### src/rtl/systolic_feeder.sv
// ---------------------------------------------------------------------------
// systolic_feeder
//
// Initiator side of the PE operand interface. Holds an NxN A matrix and an
// NxN B matrix written through a simple write port. On start it streams them
// into the west (A rows) and north (B columns) edges of an NxN PE array,
// diagonally skewed and zero padded. A run of zero cycles follows so the
// array can flush, then done pulses for one cycle.
//
// Ports:
//   clk           system clock, rising edge
//   rst           asynchronous active-high reset (aborts any run, clears storage)
//   wr_en_i       operand write strobe (honoured in IDLE only)
//   wr_sel_i      0 = write A, 1 = write B
//   wr_addr_i     {row, col}, row in the upper half
//   wr_data_i     signed operand value
//   start_i       begin streaming (sampled in IDLE only, wins over wr_en_i)
//   a_row_out_o   lane i drives PE row i a_in
//   b_col_out_o   lane j drives PE column j b_in
//   feed_valid_o  high while feed steps 0..2N-2 are on the lanes
//   busy_o        high during FEED and DRAIN
//   done_o        one-cycle pulse once the drain has completed
// ---------------------------------------------------------------------------
module systolic_feeder #(
    parameter int N            = 2,
    parameter int DATA_W       = 16,
    parameter int DRAIN_CYCLES = 3
) (
    input  logic                     clk,
    input  logic                     rst,
    input  logic                     wr_en_i,
    input  logic                     wr_sel_i,
    input  logic [2*$clog2(N)-1:0]   wr_addr_i,
    input  logic signed [DATA_W-1:0] wr_data_i,
    input  logic                     start_i,
    output logic [N*DATA_W-1:0]      a_row_out_o,
    output logic [N*DATA_W-1:0]      b_col_out_o,
    output logic                     feed_valid_o,
    output logic                     busy_o,
    output logic                     done_o
);

    localparam int AW   = $clog2(N);
    // The step counter is shared between the feed steps and the drain cycles,
    // so it must hold whichever count is larger.
    localparam int MAXC = (2*N > DRAIN_CYCLES + 1) ? 2*N : DRAIN_CYCLES + 1;
    localparam int CW   = $clog2(MAXC + 1);

    localparam logic [CW-1:0] FEED_LAST  = CW'(2*N - 2);
    localparam logic [CW-1:0] DRAIN_LAST = (DRAIN_CYCLES > 0) ? CW'(DRAIN_CYCLES - 1) : '0;
    localparam logic [CW-1:0] N_CW       = CW'(N);

    typedef enum logic [1:0] {
        IDLE,
        FEED,
        DRAIN,
        DONE
    } state_t;

    state_t                   state_q;
    logic [CW-1:0]            stepCnt_q;
    logic signed [DATA_W-1:0] aMem_q [N][N];
    logic signed [DATA_W-1:0] bMem_q [N][N];
    logic [N*DATA_W-1:0]      aRow_q;
    logic [N*DATA_W-1:0]      bCol_q;
    logic                     feedValid_q;
    logic                     busy_q;
    logic                     done_q;

    logic [CW-1:0]            nextStep_d;
    logic [N*DATA_W-1:0]      aRow_d;
    logic [N*DATA_W-1:0]      bCol_d;
    logic [AW-1:0]            wrRow;
    logic [AW-1:0]            wrCol;
    logic                     inRange;

    assign wrRow = wr_addr_i[2*AW-1:AW];
    assign wrCol = wr_addr_i[AW-1:0];

    // With a power-of-two N every address decodes to a real cell; otherwise
    // rows/columns past N-1 must be dropped.
    if ((1 << AW) == N) begin : gPow2
        assign inRange = 1'b1;
    end else begin : gNonPow2
        localparam logic [AW-1:0] N_AW = AW'(N);
        assign inRange = (wrRow < N_AW) && (wrCol < N_AW);
    end

    // Step whose lane values get loaded at the coming clock edge: step 0 when
    // launching from IDLE, otherwise the one after the step now on the lanes.
    assign nextStep_d = (state_q == IDLE) ? '0 : stepCnt_q + CW'(1);

    // Skewed lane selection. Lane i carries element (step - i) of its row or
    // column. When step < i the subtraction wraps to a value far above N
    // (the counter has headroom past 2N), so a single "< N" test covers both
    // edges of the diagonal window.
    for (genvar i = 0; i < N; i++) begin : gLane
        localparam logic [CW-1:0] IDX = CW'(i);
        logic [CW-1:0] offs;
        logic          inWin;

        assign offs  = nextStep_d - IDX;
        assign inWin = (offs < N_CW);
        assign aRow_d[i*DATA_W +: DATA_W] = inWin ? aMem_q[i][offs[AW-1:0]] : '0;
        assign bCol_d[i*DATA_W +: DATA_W] = inWin ? bMem_q[offs[AW-1:0]][i] : '0;
    end

    // Sequencer, operand storage and registered outputs. Storage only changes
    // in IDLE, so a re-start always replays the same matrices. Lane values
    // for a step are registered on the edge before that step's cycle.
    always_ff @(posedge clk or posedge rst) begin
        if (rst) begin
            state_q     <= IDLE;
            stepCnt_q   <= '0;
            aMem_q      <= '{default: '0};
            bMem_q      <= '{default: '0};
            aRow_q      <= '0;
            bCol_q      <= '0;
            feedValid_q <= 1'b0;
            busy_q      <= 1'b0;
            done_q      <= 1'b0;
        end else begin
            case (state_q)
                IDLE: begin
                    done_q <= 1'b0;
                    if (start_i) begin
                        state_q     <= FEED;
                        stepCnt_q   <= '0;
                        aRow_q      <= aRow_d;
                        bCol_q      <= bCol_d;
                        feedValid_q <= 1'b1;
                        busy_q      <= 1'b1;
                    end else if (wr_en_i && inRange) begin
                        if (wr_sel_i) begin
                            bMem_q[wrRow][wrCol] <= wr_data_i;
                        end else begin
                            aMem_q[wrRow][wrCol] <= wr_data_i;
                        end
                    end
                end

                FEED: begin
                    if (stepCnt_q == FEED_LAST) begin
                        stepCnt_q   <= '0;
                        aRow_q      <= '0;
                        bCol_q      <= '0;
                        feedValid_q <= 1'b0;
                        if (DRAIN_CYCLES == 0) begin
                            state_q <= DONE;
                            busy_q  <= 1'b0;
                            done_q  <= 1'b1;
                        end else begin
                            state_q <= DRAIN;
                        end
                    end else begin
                        stepCnt_q <= nextStep_d;
                        aRow_q    <= aRow_d;
                        bCol_q    <= bCol_d;
                    end
                end

                DRAIN: begin
                    if (stepCnt_q == DRAIN_LAST) begin
                        state_q   <= DONE;
                        stepCnt_q <= '0;
                        busy_q    <= 1'b0;
                        done_q    <= 1'b1;
                    end else begin
                        stepCnt_q <= stepCnt_q + CW'(1);
                    end
                end

                DONE: begin
                    state_q <= IDLE;
                    done_q  <= 1'b0;
                end

                default: begin
                    state_q <= IDLE;
                end
            endcase
        end
    end

    assign a_row_out_o  = aRow_q;
    assign b_col_out_o  = bCol_q;
    assign feed_valid_o = feedValid_q;
    assign busy_o       = busy_q;
    assign done_o       = done_q;

endmodule

### config.mk
export PLATFORM = sky130hd
export DESIGN_NAME = systolic_feeder
export DESIGN_NICKNAME = d
export VERILOG_FILES = /design/src/rtl/systolic_feeder.sv
export SDC_FILE = /design/constraint.sdc
export NUM_CORES = 1
export LEC_CHECK = 0
export CAP_MARGIN = 40
export CORE_ASPECT_RATIO = 1.4
export CORE_MARGIN = 2
export CORE_UTILIZATION = 36
export CTS_CLUSTER_SIZE = 14
export DETAILED_ROUTE_END_ITERATION = 10
export PLACE_DENSITY = 0.57
export REMOVE_ABC_BUFFERS = 1
export SETUP_SLACK_MARGIN = 0.05
export SLEW_MARGIN = 5
export SYNTH_ARGS = -nofsm -noshare
export SYNTH_HDL_FRONTEND = slang
export SYNTH_SLANG_ARGS = --single-unit
### constraint.sdc
create_clock -name clk -period 9.8 [get_ports clk]
set_input_delay 1.96 -clock clk [delete_from_list [all_inputs] [get_ports clk]]
set_output_delay 1.96 -clock clk [all_outputs]
set_load 0.01 [all_outputs]
# Word level (Yosys, flattened, before mapping)
# Index checks and enable logic that the tools add are counted.
# word_totals
output_inout_bits	67
elab_cells	97
in_bits	23
register_bits	200
# op_classes
mux	43
n_reduce_logical	16
magnitude_cmp	8
n_bitwise	6
eq_ne	7
addsub	2
# op_table
op	n
32-bit 2-to-1 mux	8
16-bit 2-to-1 mux	14
64-bit bitwise mux	2
32-bit case mux with 2 select lines	2
32-bit demux with 1-bit select	1
16-bit demux with 1-bit select	1
3-bit 2-to-1 mux	4
3-bit case mux with 3 select lines	1
3-bit AND reduction	3
2-bit >= comparator (second input constant)	4
1-bit NOT with 2-bit output	4
2-bit case mux with 4 select lines	1
4-bit AND reduction	2
3-bit by 2-bit less-than comparator with 1-bit output (second input constant)	2
2-bit 2-to-1 mux	3
2-bit != test (second input constant)	3
1-bit case mux with 2 select lines	3
2-bit AND reduction	3
2-bit nonzero test	3
2-bit == test (second input constant)	2
2-bit by 1-bit less-than comparator with 1-bit output (second input constant)	2
3-bit by 1-bit adder with 3-bit output (second input constant)	1
3-bit by 2-bit == test with 1-bit output (second input constant)	1
1-bit 2-to-1 mux	3
7 further kinds	9

# Depth between registers and ports, before layout
# Gate-level depths: netlist of run 1.
# logic_depth
depth_word	10
mapped_depth	11
mapped_depth_nobuf	8

# Least setup slack after synthesis of run 1
# OpenSTA, ideal clock, no wires.
# synth_path
path_kind	input-to-reg
startpoint	input port start_i
endpoint	register bMem_q[48] (netlist name)
t_arrival_ps	3163
path_stages	5
slack_ps	6512
setup_time_ps	125
t_required_ps	9675
n_path_buf	2
path_cell_list	nand2b_1 -> buf_4 -> nor4_4 -> buf_6 -> mux2_2
# synth_between
elab_chain_cells	2
# synth_lines
item	line_no	text
start, declared	35	input logic start_i,
1-bit NOT (no line)	-	
4-bit AND reduction (no line)	-	
end signal, assigned by index	135	bMem_q[wrRow][wrCol] <= wr_data_i;
end, declared	63	logic signed [DATA_W-1:0] bMem_q [N][N];
# No other way between the ends.
# A chain may end at the register's enable or synchronous reset.

# Worst setup path in the final report of run 1
# layout_path
startpoint	input port start_i
endpoint	register bCol_q[25] (netlist: b_col_out_o[25])
# layout_between
elab_chain_cells	2
# layout_lines
item	line_no	text
2-bit != test (no line)	-	
2-bit AND reduction (no line)	-	
end signal, assigned	130	bCol_q <= bCol_d;
end signal, assigned	158	bCol_q <= bCol_d;
end, declared	65	logic [N*DATA_W-1:0] bCol_q;
# No other way between the ends.

==> flow_summary.ini, run 1 <==
[run_status]
outcome = complete, no violations

[die]
placement_rows = 65
placeableCoreArea_sq_um = 22610
chipHeight_um = 183.7
die_width_um = 132.4
initial_standard_cell_utilization_of_the_core_pct = 36.74
floorplan.die_area_sq_um = 24320
ioPinCount = 90

[timing]
worst_slew_pin_slew_ns = 0.8289
setup-tns-final_ns = 0
final_worst_path_period_need_ns = 3.899
rsz_0062_raised_after_global_routing = false
fmaxAchievable_mhz = 256.5
setup_viol_count_final = 0
hold-worst-slack_ns = 0.4822
clock_skew_ns = 0.01162
min_period_over_period_pct = 39.79
slew_viol_final = 0
finalHoldViolations = 0
worst_slew_margin_rel_pct = 44.74
setup_ws_ns = 5.901

[synth]
syn-instance-count = 622
count_of_flip_flops_with_a_built_in_enable_after_synthesis = 0
area_share_of_the_leading_cell_type_in_the_synthesized_netlist_pct = 60.25
mean_cell_area_of_the_mapped_netlist_sq_um = 13.35
asyncSetResetFlopFracSynth_pct = 100.0
most_numerous_cell_in_the_yosys_netlist = sky130_fd_sc_hd__dfrtp_1
synth_top_cell_by_area = sky130_fd_sc_hd__dfrtp_1
yosysUniqueCellTypes = 35
synth_top_cells_by_area = sky130_fd_sc_hd__dfrtp_1 60%, sky130_fd_sc_hd__mux2_2 17%, sky130_fd_sc_hd__mux2i_1 8.0%
yosys_warnings = 0
synth_sequential_area_ratio_pct = 60.25
dominantRegCellSynth = sky130_fd_sc_hd__dfrtp_1
netlist_top_cells_count = 200 x sky130_fd_sc_hd__dfrtp_1, 128 x sky130_fd_sc_hd__mux2_2, 71 x sky130_fd_sc_hd__o21ai_0, 70 x sky130_fd_sc_hd__nand2_1, 66 x sky130_fd_sc_hd__mux2i_1
ys_seq_elements = 200
netlist_area_sq_um = 8307

[placement]
buffer_ports.inserted = 89
placement.setup.worst_slack_ns = 5.431
routabilityCongestion = 0.7676
dp_hpwl_mm = 12.38

[clock_network]
clkSinkCount = 200
clk_pin_slew_ns = 0.07
clock_tree.buffer_depth = 2
htree_levels = 4
cts_root_buffer_type = sky130_fd_sc_hd__clkbuf_16
tritoncts = done
postCtsSetupRepairBufs = 0
worst_skew_pair.late_latency_ns = 0.43
holdBufCountCts = 0
post_cts.resized_instances = 0
cts_made_buffers = 17

[grt]
grt_first_pass_wirelength_mm = 31.24
globalRouteTotalUtil_pct = 16.72
globalRouteOverflowTotal = 0
met2_usage_pct = 28.95
grt_max_degree = 90
grt_most_used_layer = met2
grtUsageMet1_pct = 21.03
grt_antenna_before_repair = 0
met3_track_usage_gr_pct = 2.730
number_of_global_route_vias_before_repair = 5676

[setup_path]
critPathRequiredTime_ns = 10.09
end_kind = flip-flop
critical_path_cell_with_the_highest_stage_delay = sky130_fd_sc_hd__buf_4
cp.arrival_ns = 4.19
crit_path_frequent_cell = sky130_fd_sc_hd__buf_4
critPathKind = primary input to flip-flop
worstPathBufferInverterCount = 3
slowest_stage_delay_cp_ns = 0.67
critPathLaunchType = primary input
path_max_fanout = 65
critPathTopFamily = buffers and inverters
cp_cell_sequence = clkdlybuf4s50_1, mux2i_4, buf_4, a21oi_1, nand4_1, buf_4, o21ai_0

[detailed_routing]
vias_per_cell = 5.031
drt-initial-drc-count = 296
vias = 5177
drtAntennaViolNets = 0
wl_per_cell_um = 18.62
detail_route.wirelength_mm = 19.16
first_pass_iters = 4
route.detailed.drc = 0

[layout]
drive_above_1_share_pct = 25.69
relative_area_change_from_synthesis_to_final_layout_pct = 22.94
antennaDiodeCount = 0
multi_input_area_sq_um = 3134
fillers = 2088
design.final.nets = 746
seqCellArea_sq_um = 5005

[pwr]
power.leakage_nw = 4.722
peakVddDrop_v = 0.0001566
design_power_total_mw = 3.058
power.density_nw_per_um2 = 299.5

[min_path]
hold_class = flip-flop to flip-flop

[flow_run]
timing.max_cap.violations = 0
[sequential cells by signal, indices dropped and copies added, names as in the netlist]
register and count:
aMem_q 64, a_row_out_o 32, bMem_q 64, b_col_out_o 32, busy_o 1, done_o 1
feed_valid_o 1, state_q 2, stepCnt_q 3
[layer usage]
layer  up-vias  routed length (um)
li1       2365                   -
met1      2692                8572
met2        85                9656
met3        35                 460
met4         0                 473
met5         -                   0
[cell type report]
| class | instances | share of cell area, % |
|---|---|---|
| Multi-Input combinational cell | 383 | 30.69 |
| Clock buffer | 17 | 4.166 |
| Inverter | 9 | 0.4043 |
| Tap cell | 301 | 3.688 |
| Clock inverter | 15 | 1.372 |
| Sequential cell | 200 | 49.01 |
| Timing Repair Buffer | 104 | 10.67 |
[power by group]
part / internal [mW] / total [mW] / switching [mW]
combinational: 0.530 / 1.09 / 0.557
clock: 0.356 / 0.675 / 0.319
sequential: 1.13 / 1.30 / 0.162
[worst min-delay path, cell delays in order, from the launching register on]
cell                      delay [ns]
sky130_fd_sc_hd__dfrtp_1        0.34
sky130_fd_sc_hd__nand2_1        0.05
sky130_fd_sc_hd__o21ai_0        0.06
[placed cells by master, fill, tap and decap left out, types with 2 or more instances in the layout]
master                            count
sky130_fd_sc_hd__clkinv_2             3
sky130_fd_sc_hd__mux2_2             128
sky130_fd_sc_hd__o21ai_0             71
sky130_fd_sc_hd__buf_16               2
sky130_fd_sc_hd__ha_1                 8
sky130_fd_sc_hd__inv_1                8
sky130_fd_sc_hd__a21oi_1              6
sky130_fd_sc_hd__dfrtp_1            200
sky130_fd_sc_hd__buf_4                7
sky130_fd_sc_hd__clkinvlp_4           3
sky130_fd_sc_hd__inv_8                2
sky130_fd_sc_hd__mux2i_1             65
sky130_fd_sc_hd__inv_6                6
sky130_fd_sc_hd__buf_8                4
sky130_fd_sc_hd__nor3_4               3
sky130_fd_sc_hd__o31ai_1              2
sky130_fd_sc_hd__nand2b_1             3
sky130_fd_sc_hd__nand2_1             70
sky130_fd_sc_hd__clkbuf_16           17
sky130_fd_sc_hd__a21o_1               2
sky130_fd_sc_hd__nor2_2               2
sky130_fd_sc_hd__clkdlybuf4s50_1     89
sky130_fd_sc_hd__nor2b_1              2
sky130_fd_sc_hd__nand3_1              4
[per-stage QoR]
step	util [%]	instance area, sq um	std cells
3_5_place_dp	42.67	9647	997
6_report	45.17	10210	1029
3_3_place_gp	42.02	9500	989
5_1_grt	45.17	10210	1029
4_1_cts	45.17	10210	1029
2_1_floorplan	-	8153	592
[cell families (layout without fill, tap and decap cells)]
family	Yosys count	in the layout	share of synthesized area (%)
flops	200	200	60.25
mux	194	194	25.30
simple gates	95	95	5.513
compound gates	85	85	5.362
buf+inv	39	145	2.259
fa+ha+maj	8	8	1.205
xor+xnor	1	1	0.1055
[final timing paths]
kind	start	to	slack, ns	cells past startpoint
max	start_i	b_col_out_o[25]	5.90	7
min	a_row_out_o[30]	a_row_out_o[30]	0.48	2
max reg2reg	state_q[0]	b_col_out_o[25]	6.91	8
min reg2reg	a_row_out_o[30]	a_row_out_o[30]	0.48	2
max in group asynchronous	rst	bMem_q[4]	6.27	4
min in group asynchronous	rst	b_col_out_o[12]	1.92	2
Power figures use the tool's default switching activity.
==> run 2: changes to the inputs <==
--- a/config.mk
+++ b/config.mk
@@ -11,7 +11,7 @@
 export CORE_UTILIZATION = 36
 export CTS_CLUSTER_SIZE = 14
 export DETAILED_ROUTE_END_ITERATION = 10
-export PLACE_DENSITY = 0.57
+export PLACE_DENSITY = 0.59
 export REMOVE_ABC_BUFFERS = 1
 export SETUP_SLACK_MARGIN = 0.05
 export SLEW_MARGIN = 5
==> constraint.sdc (replaced) <==
create_clock -name clk -period 3.56 [get_ports clk]
set_input_delay 0.712 -clock clk [delete_from_list [all_inputs] [get_ports clk]]
set_output_delay 0.712 -clock clk [all_outputs]
set_load 0.01 [all_outputs]
==> flow_summary.ini, run 2 (synthesis results as in run 1) <==
[grt]
grt_antenna_before_repair = 0
grt_max_degree = 92
globalRouteTotalUtil_pct = 16.45
grt_first_pass_wirelength_mm = 31.06
globalRouteOverflowTotal = 0
number_of_global_route_vias_before_repair = 5640

[detailed_routing]
drt-initial-drc-count = 245
vias = 5129
route.detailed.drc = 0
vias_per_cell = 4.941
detail_route.wirelength_mm = 19.06
first_pass_iters = 4
wl_per_cell_um = 18.36
drtAntennaViolNets = 0

[placement]
routabilityCongestion = 0.7184
dp_hpwl_mm = 12.84
buffer_ports.inserted = 89
detailed_place.area_sq_um = 9678

[layout]
final_design_area_no_fill_sq_um = 10290
fillers = 2100
most_common_cell_after_layout_fill_and_taps_aside = sky130_fd_sc_hd__dfrtp_1
relative_area_change_from_synthesis_to_final_layout_pct = 23.84
biggestRegsByFlops = aMem_q x64, bMem_q x64
antennaDiodeCount = 0
design.final.nets = 755
drive_above_1_share_pct = 26.19
most-common-layout-cells = 200 x sky130_fd_sc_hd__dfrtp_1, 128 x sky130_fd_sc_hd__mux2_2, 89 x sky130_fd_sc_hd__clkdlybuf4s50_1

[clock_network]
clkSinkCount = 200
cts_root_buffer_type = sky130_fd_sc_hd__clkbuf_16
holdBufCountCts = 0
postCtsSetupRepairBufs = 0
worst_skew_pair.late_latency_ns = 0.43
cts_made_buffers = 17
post_cts.resized_instances = 0
clock_tree.buffer_depth = 2
tritoncts = done
htree_levels = 4
clk_pin_slew_ns = 0.07

[setup_path]
worst_r2r_endpoint = b_col_out_o[13]
critPathKind = flip-flop to flip-flop
worstPathBufferInverterCount = 2
setup.reg_to_reg.worst_slack_ns = 1.08
critPathCapture = b_col_out_o[13]
reg2regPathDepth = 7
critPathLaunchType = flip-flop
critical_path_cell_with_the_highest_stage_delay = sky130_fd_sc_hd__nand2_1
cp_cell_sequence = inv_1, ha_1, mux2i_4, a21oi_1, nand2_1, buf_4, o21ai_0
critPathTopFamily = simple AND/OR/NAND/NOR gates
slowest_stage_delay_cp_ns = 0.51
cp.arrival_ns = 2.77
critical_path.startpoint = state_q[0]
crit_cells = 7
critPathRequiredTime_ns = 3.85
worstReg2RegStart = state_q[0]
path_max_fanout = 17
end_kind = flip-flop

[min_path]
hold_class = flip-flop to flip-flop

[timing]
setup_viol_count_final = 0
finalHoldViolations = 0
slew_viol_final = 0
worst_slew_margin_rel_pct = 48.58
min_period_over_period_pct = 69.61
final_worst_path_period_need_ns = 2.478
fmaxAchievable_mhz = 403.5
clock_skew_ns = 0.01007
hold-worst-slack_ns = 0.4788
worst_slew_pin_slew_ns = 0.7713
rsz_0062_raised_after_global_routing = false

[die]
ioPinCount = 90
chipHeight_um = 183.7
floorplan.die_area_sq_um = 24320
placement_rows = 65
placeableCoreArea_sq_um = 22610
initial_standard_cell_utilization_of_the_core_pct = 36.74
die_width_um = 132.4

[pwr]
power.leakage_nw = 4.784
peakVddDrop_v = 0.0007447
power.density_nw_per_um2 = 829.9

[flow_run]
timing.max_cap.violations = 0

[run_status]
outcome = complete, no violations
-- run 2: area by class of cell --
cell class / instances / area [sq um] / area share [%]
clock inverter: 8 / 117.6 / 1.143
tap: 301 / 376.6 / 3.661
multi-input combinational: 383 / 3134 / 30.47
inverter: 9 / 41.29 / 0.4014
sequential: 200 / 5005 / 48.65
timing repair buffer: 113 / 1121 / 10.90
clock buffer: 24 / 491.7 / 4.780
-- run 2: worst min path at each step --
| stage | from | endpoint | slack [ns] | depth (start not counted) |
|---|---|---|---|---|
| floorplan | stepCnt_q[1] | stepCnt_q[1] | 0.48 | 2 |
| global placement | b_col_out_o[1] | b_col_out_o[1] | 0.47 | 2 |
| detailed placement | b_col_out_o[12] | b_col_out_o[12] | 0.47 | 2 |
| CTS | b_col_out_o[12] | b_col_out_o[12] | 0.49 | 2 |
| global route | b_col_out_o[12] | b_col_out_o[12] | 0.51 | 2 |
| finish | b_col_out_o[12] | b_col_out_o[12] | 0.48 | 2 |
-- run 2: stage by stage --
| step | std cells | util (%) | worst slack (ns) | TNS [ns] | total power [mW] |
|---|---|---|---|---|---|
| after floorplan | 592 | - | -2.693 | -659.22 | 5.588 |
| after global placement | 1006 | 42.81 | 0.8024 | 0 | 6.521 |
| after detailed placement | 1006 | 42.81 | 0.7736 | 0 | 6.645 |
| after CTS | 1038 | 45.50 | 1.048 | 0 | 8.653 |
| after global routing | 1038 | 45.50 | 0.8869 | 0 | 9.068 |
| final | 1038 | 45.50 | 1.082 | 0 | 8.538 |
-- run 2: per-layer routing --
| metal | up-vias | wire [um] | GRT usage, % |
|---|---|---|---|
| met5 | - | 0 | 0 |
| met4 | 0 | 238 | 4.258 |
| met3 | 17 | 619 | 3.612 |
| met2 | 83 | 9862 | 28.77 |
| met1 | 2656 | 8341 | 20.65 |
| li1 | 2373 | - | - |
-- run 2: worst register-to-register path, stage by stage (launching register included) --
cell and delay, ns:
sky130_fd_sc_hd__dfrtp_1 0.42, sky130_fd_sc_hd__inv_1 0.13, sky130_fd_sc_hd__ha_1 0.39, sky130_fd_sc_hd__mux2i_4 0.30, sky130_fd_sc_hd__a21oi_1 0.08, sky130_fd_sc_hd__nand2_1 0.51
sky130_fd_sc_hd__buf_4 0.37, sky130_fd_sc_hd__o21ai_0 0.14
-- run 2: power by group --
group / total (mW) / switching (mW) / internal (mW)
clock network: 1.99 / 0.813 / 1.18
registers: 3.58 / 0.453 / 3.13
logic: 2.97 / 1.51 / 1.46
total: 8.54 / 2.77 / 5.76
==> run 3: changes to the inputs <==
==> constraint.sdc (replaced) <==
create_clock -name clk -period 2 [get_ports clk]
set_input_delay 0.4 -clock clk [delete_from_list [all_inputs] [get_ports clk]]
set_output_delay 0.4 -clock clk [all_outputs]
set_load 0.01 [all_outputs]
==> flow_summary.ini, run 3 (synthesis results as in run 1) <==
[setup_path]
worstReg2RegStart = stepCnt_q[0]
slowest_stage_delay_cp_ns = 0.39
critical_path_cell_with_the_highest_stage_delay = sky130_fd_sc_hd__dfrtp_1
critical_path.startpoint = stepCnt_q[0]
critPathRequiredTime_ns = 2.31
crit_path_frequent_cell = sky130_fd_sc_hd__ha_4
critPathTopFamily = simple AND/OR/NAND/NOR gates
critPathCapture = a_row_out_o[19]
worstPathBufferInverterCount = 3
crit_cells = 9
cp.arrival_ns = 2.39
critPathLaunchType = flip-flop
cp_cell_sequence = inv_2, ha_4, or2_4, ha_4, or3_1, nand4_1, buf_6, buf_12, o21ai_2
critPathKind = flip-flop to flip-flop
reg2regPathDepth = 9
end_kind = flip-flop
path_max_fanout = 6
worst_r2r_endpoint = a_row_out_o[19]
setup.reg_to_reg.worst_slack_ns = -0.07

[grt]
globalRouteOverflowTotal = 0
globalRouteTotalUtil_pct = 16.80
grt_first_pass_wirelength_mm = 31.55
number_of_global_route_vias_before_repair = 5708
grt_max_degree = 46
grt_antenna_before_repair = 0

[timing]
fmaxAchievable_mhz = 482.2
slew_viol_final = 0
finalHoldViolations = 0
worst_slew_pin_slew_ns = 0.3782
final_worst_path_period_need_ns = 2.074
setup_ws_ns = -0.07364
setup_viol_count_final = 22
worst_slew_margin_rel_pct = 74.78
rsz_0062_raised_after_global_routing = true
min_period_over_period_pct = 103.7
clock_skew_ns = 0.008548

[clock_network]
cts_root_buffer_type = sky130_fd_sc_hd__clkbuf_16
worst_skew_pair.late_latency_ns = 0.42
clkSinkCount = 200
clock_tree.buffer_depth = 2
htree_levels = 4
cts_made_buffers = 17
clk_pin_slew_ns = 0.07
tritoncts = done

[placement]
buffer_ports.inserted = 89
routabilityCongestion = 0.7228
dp_hpwl_mm = 12.84
detailed_place.area_sq_um = 9913

[detailed_routing]
vias = 5342
drt-initial-drc-count = 239
vias_per_cell = 5.007
route.detailed.drc = 0
wl_per_cell_um = 18.50
detail_route.wirelength_mm = 19.74
first_pass_iters = 4
drtAntennaViolNets = 0

[layout]
design.final.nets = 784
drive_above_1_share_pct = 33.42
most-common-layout-cells = 200 x sky130_fd_sc_hd__dfrtp_1, 111 x sky130_fd_sc_hd__mux2_2, 89 x sky130_fd_sc_hd__clkdlybuf4s50_1
fillers = 2047
final_design_area_no_fill_sq_um = 10840
finalCoreUtilization_pct = 47.94
biggestRegsByFlops = aMem_q x64, bMem_q x64
relative_area_change_from_synthesis_to_final_layout_pct = 30.49
antennaDiodeCount = 0
most_common_cell_after_layout_fill_and_taps_aside = sky130_fd_sc_hd__dfrtp_1

[pwr]
power.density_nw_per_um2 = 1495
power.leakage_nw = 5.046
peakVddDrop_v = 0.0007402

[flow_run]
timing.max_cap.violations = 0

[min_path]
hold_class = primary input to async pin

[die]
placeableCoreArea_sq_um = 22610
placement_rows = 65
chipHeight_um = 183.7
initial_standard_cell_utilization_of_the_core_pct = 36.74
floorplan.die_area_sq_um = 24320
ioPinCount = 90
die_width_um = 132.4

[run_status]
outcome = finished, violations left
violations_in_the_final_reports = negative setup slack
run 3: cell count changes in the layout (fill, tap and decap cells not counted), sizes merged:
cell and delta:
inv +2, bufinv -1, clkbuf -1, clkinv +1, buf +28
run 3: what timing repair did:
item / 4_1_cts / 5_1_grt
cloned: 2 / 1
setup endpoints to repair: 145 / 93
hold buffers: 0 / 0
gates resized for setup: 50 / 37
endpoints found under the hold margin: 0 / 0
pin swaps: 15 / 16
setup buffers: 4 / 1
run 3: per-layer routing:
metal / GRT usage (%) / vias to the layer above / part of all wire (%)
li1: - / 2436 / -
met1: 21.05 / 2804 / 45
met2: 29.33 / 88 / 51
met3: 3.143 / 14 / 2.8
met4: 5.419 / 0 / 1.6
met5: 0 / - / 0
run 3: report_power, final:
group	leakage, nW	internal, mW	switching, mW
clock	0.285	1.92	1.47
sequential	2.64	5.56	0.825
combinational	2.12	3.35	3.08
total	5.05	10.8	5.38
run 3: how the worst min path moves through the flow:
stage / to / slack, ns / from / cells after the start
3_5_place_dp: a_row_out_o[5] / 0.47 / a_row_out_o[5] / 2
5_1_grt: b_col_out_o[14] / 0.37 / rst / 2
6_report: b_col_out_o[31] / 0.34 / rst / 2
2_1_floorplan: stepCnt_q[1] / 0.48 / stepCnt_q[1] / 2
4_1_cts: b_col_out_o[31] / 0.34 / rst / 2
3_3_place_gp: b_col_out_o[12] / 0.46 / b_col_out_o[12] / 2
run 3: metrics by stage:
| step | total power, mW | worst slack (ns) | TNS, ns | std cells | hold WS, ns |
|---|---|---|---|---|---|
| 2_1_floorplan | 9.650 | -4.253 | -1013.98 | 592 | 0.4787 |
| 5_1_grt | 17.22 | -0.1489 | -3.161 | 1067 | 0.3682 |
| 3_3_place_gp | 11.89 | -0.1786 | -15.80 | 1029 | 0.4601 |
| 4_1_cts | 16.09 | -0.09456 | -1.521 | 1066 | 0.3400 |
| 6_report | 16.21 | -0.07364 | -1.047 | 1067 | 0.3421 |
| 3_5_place_dp | 12.17 | -0.1902 | -16.06 | 1029 | 0.4718 |
run 3: area by class of cell:
| class | count | area, sq um | area share, % |
|---|---|---|---|
| sequential | 200 | 5005 | 46.17 |
| multi-input combinational | 383 | 3366 | 31.05 |
| timing repair buffer | 142 | 1469 | 13.55 |
| clock buffer | 22 | 464.2 | 4.283 |
| tap | 301 | 376.6 | 3.475 |
| clock inverter | 10 | 117.6 | 1.085 |
| inverter | 9 | 41.29 | 0.3809 |
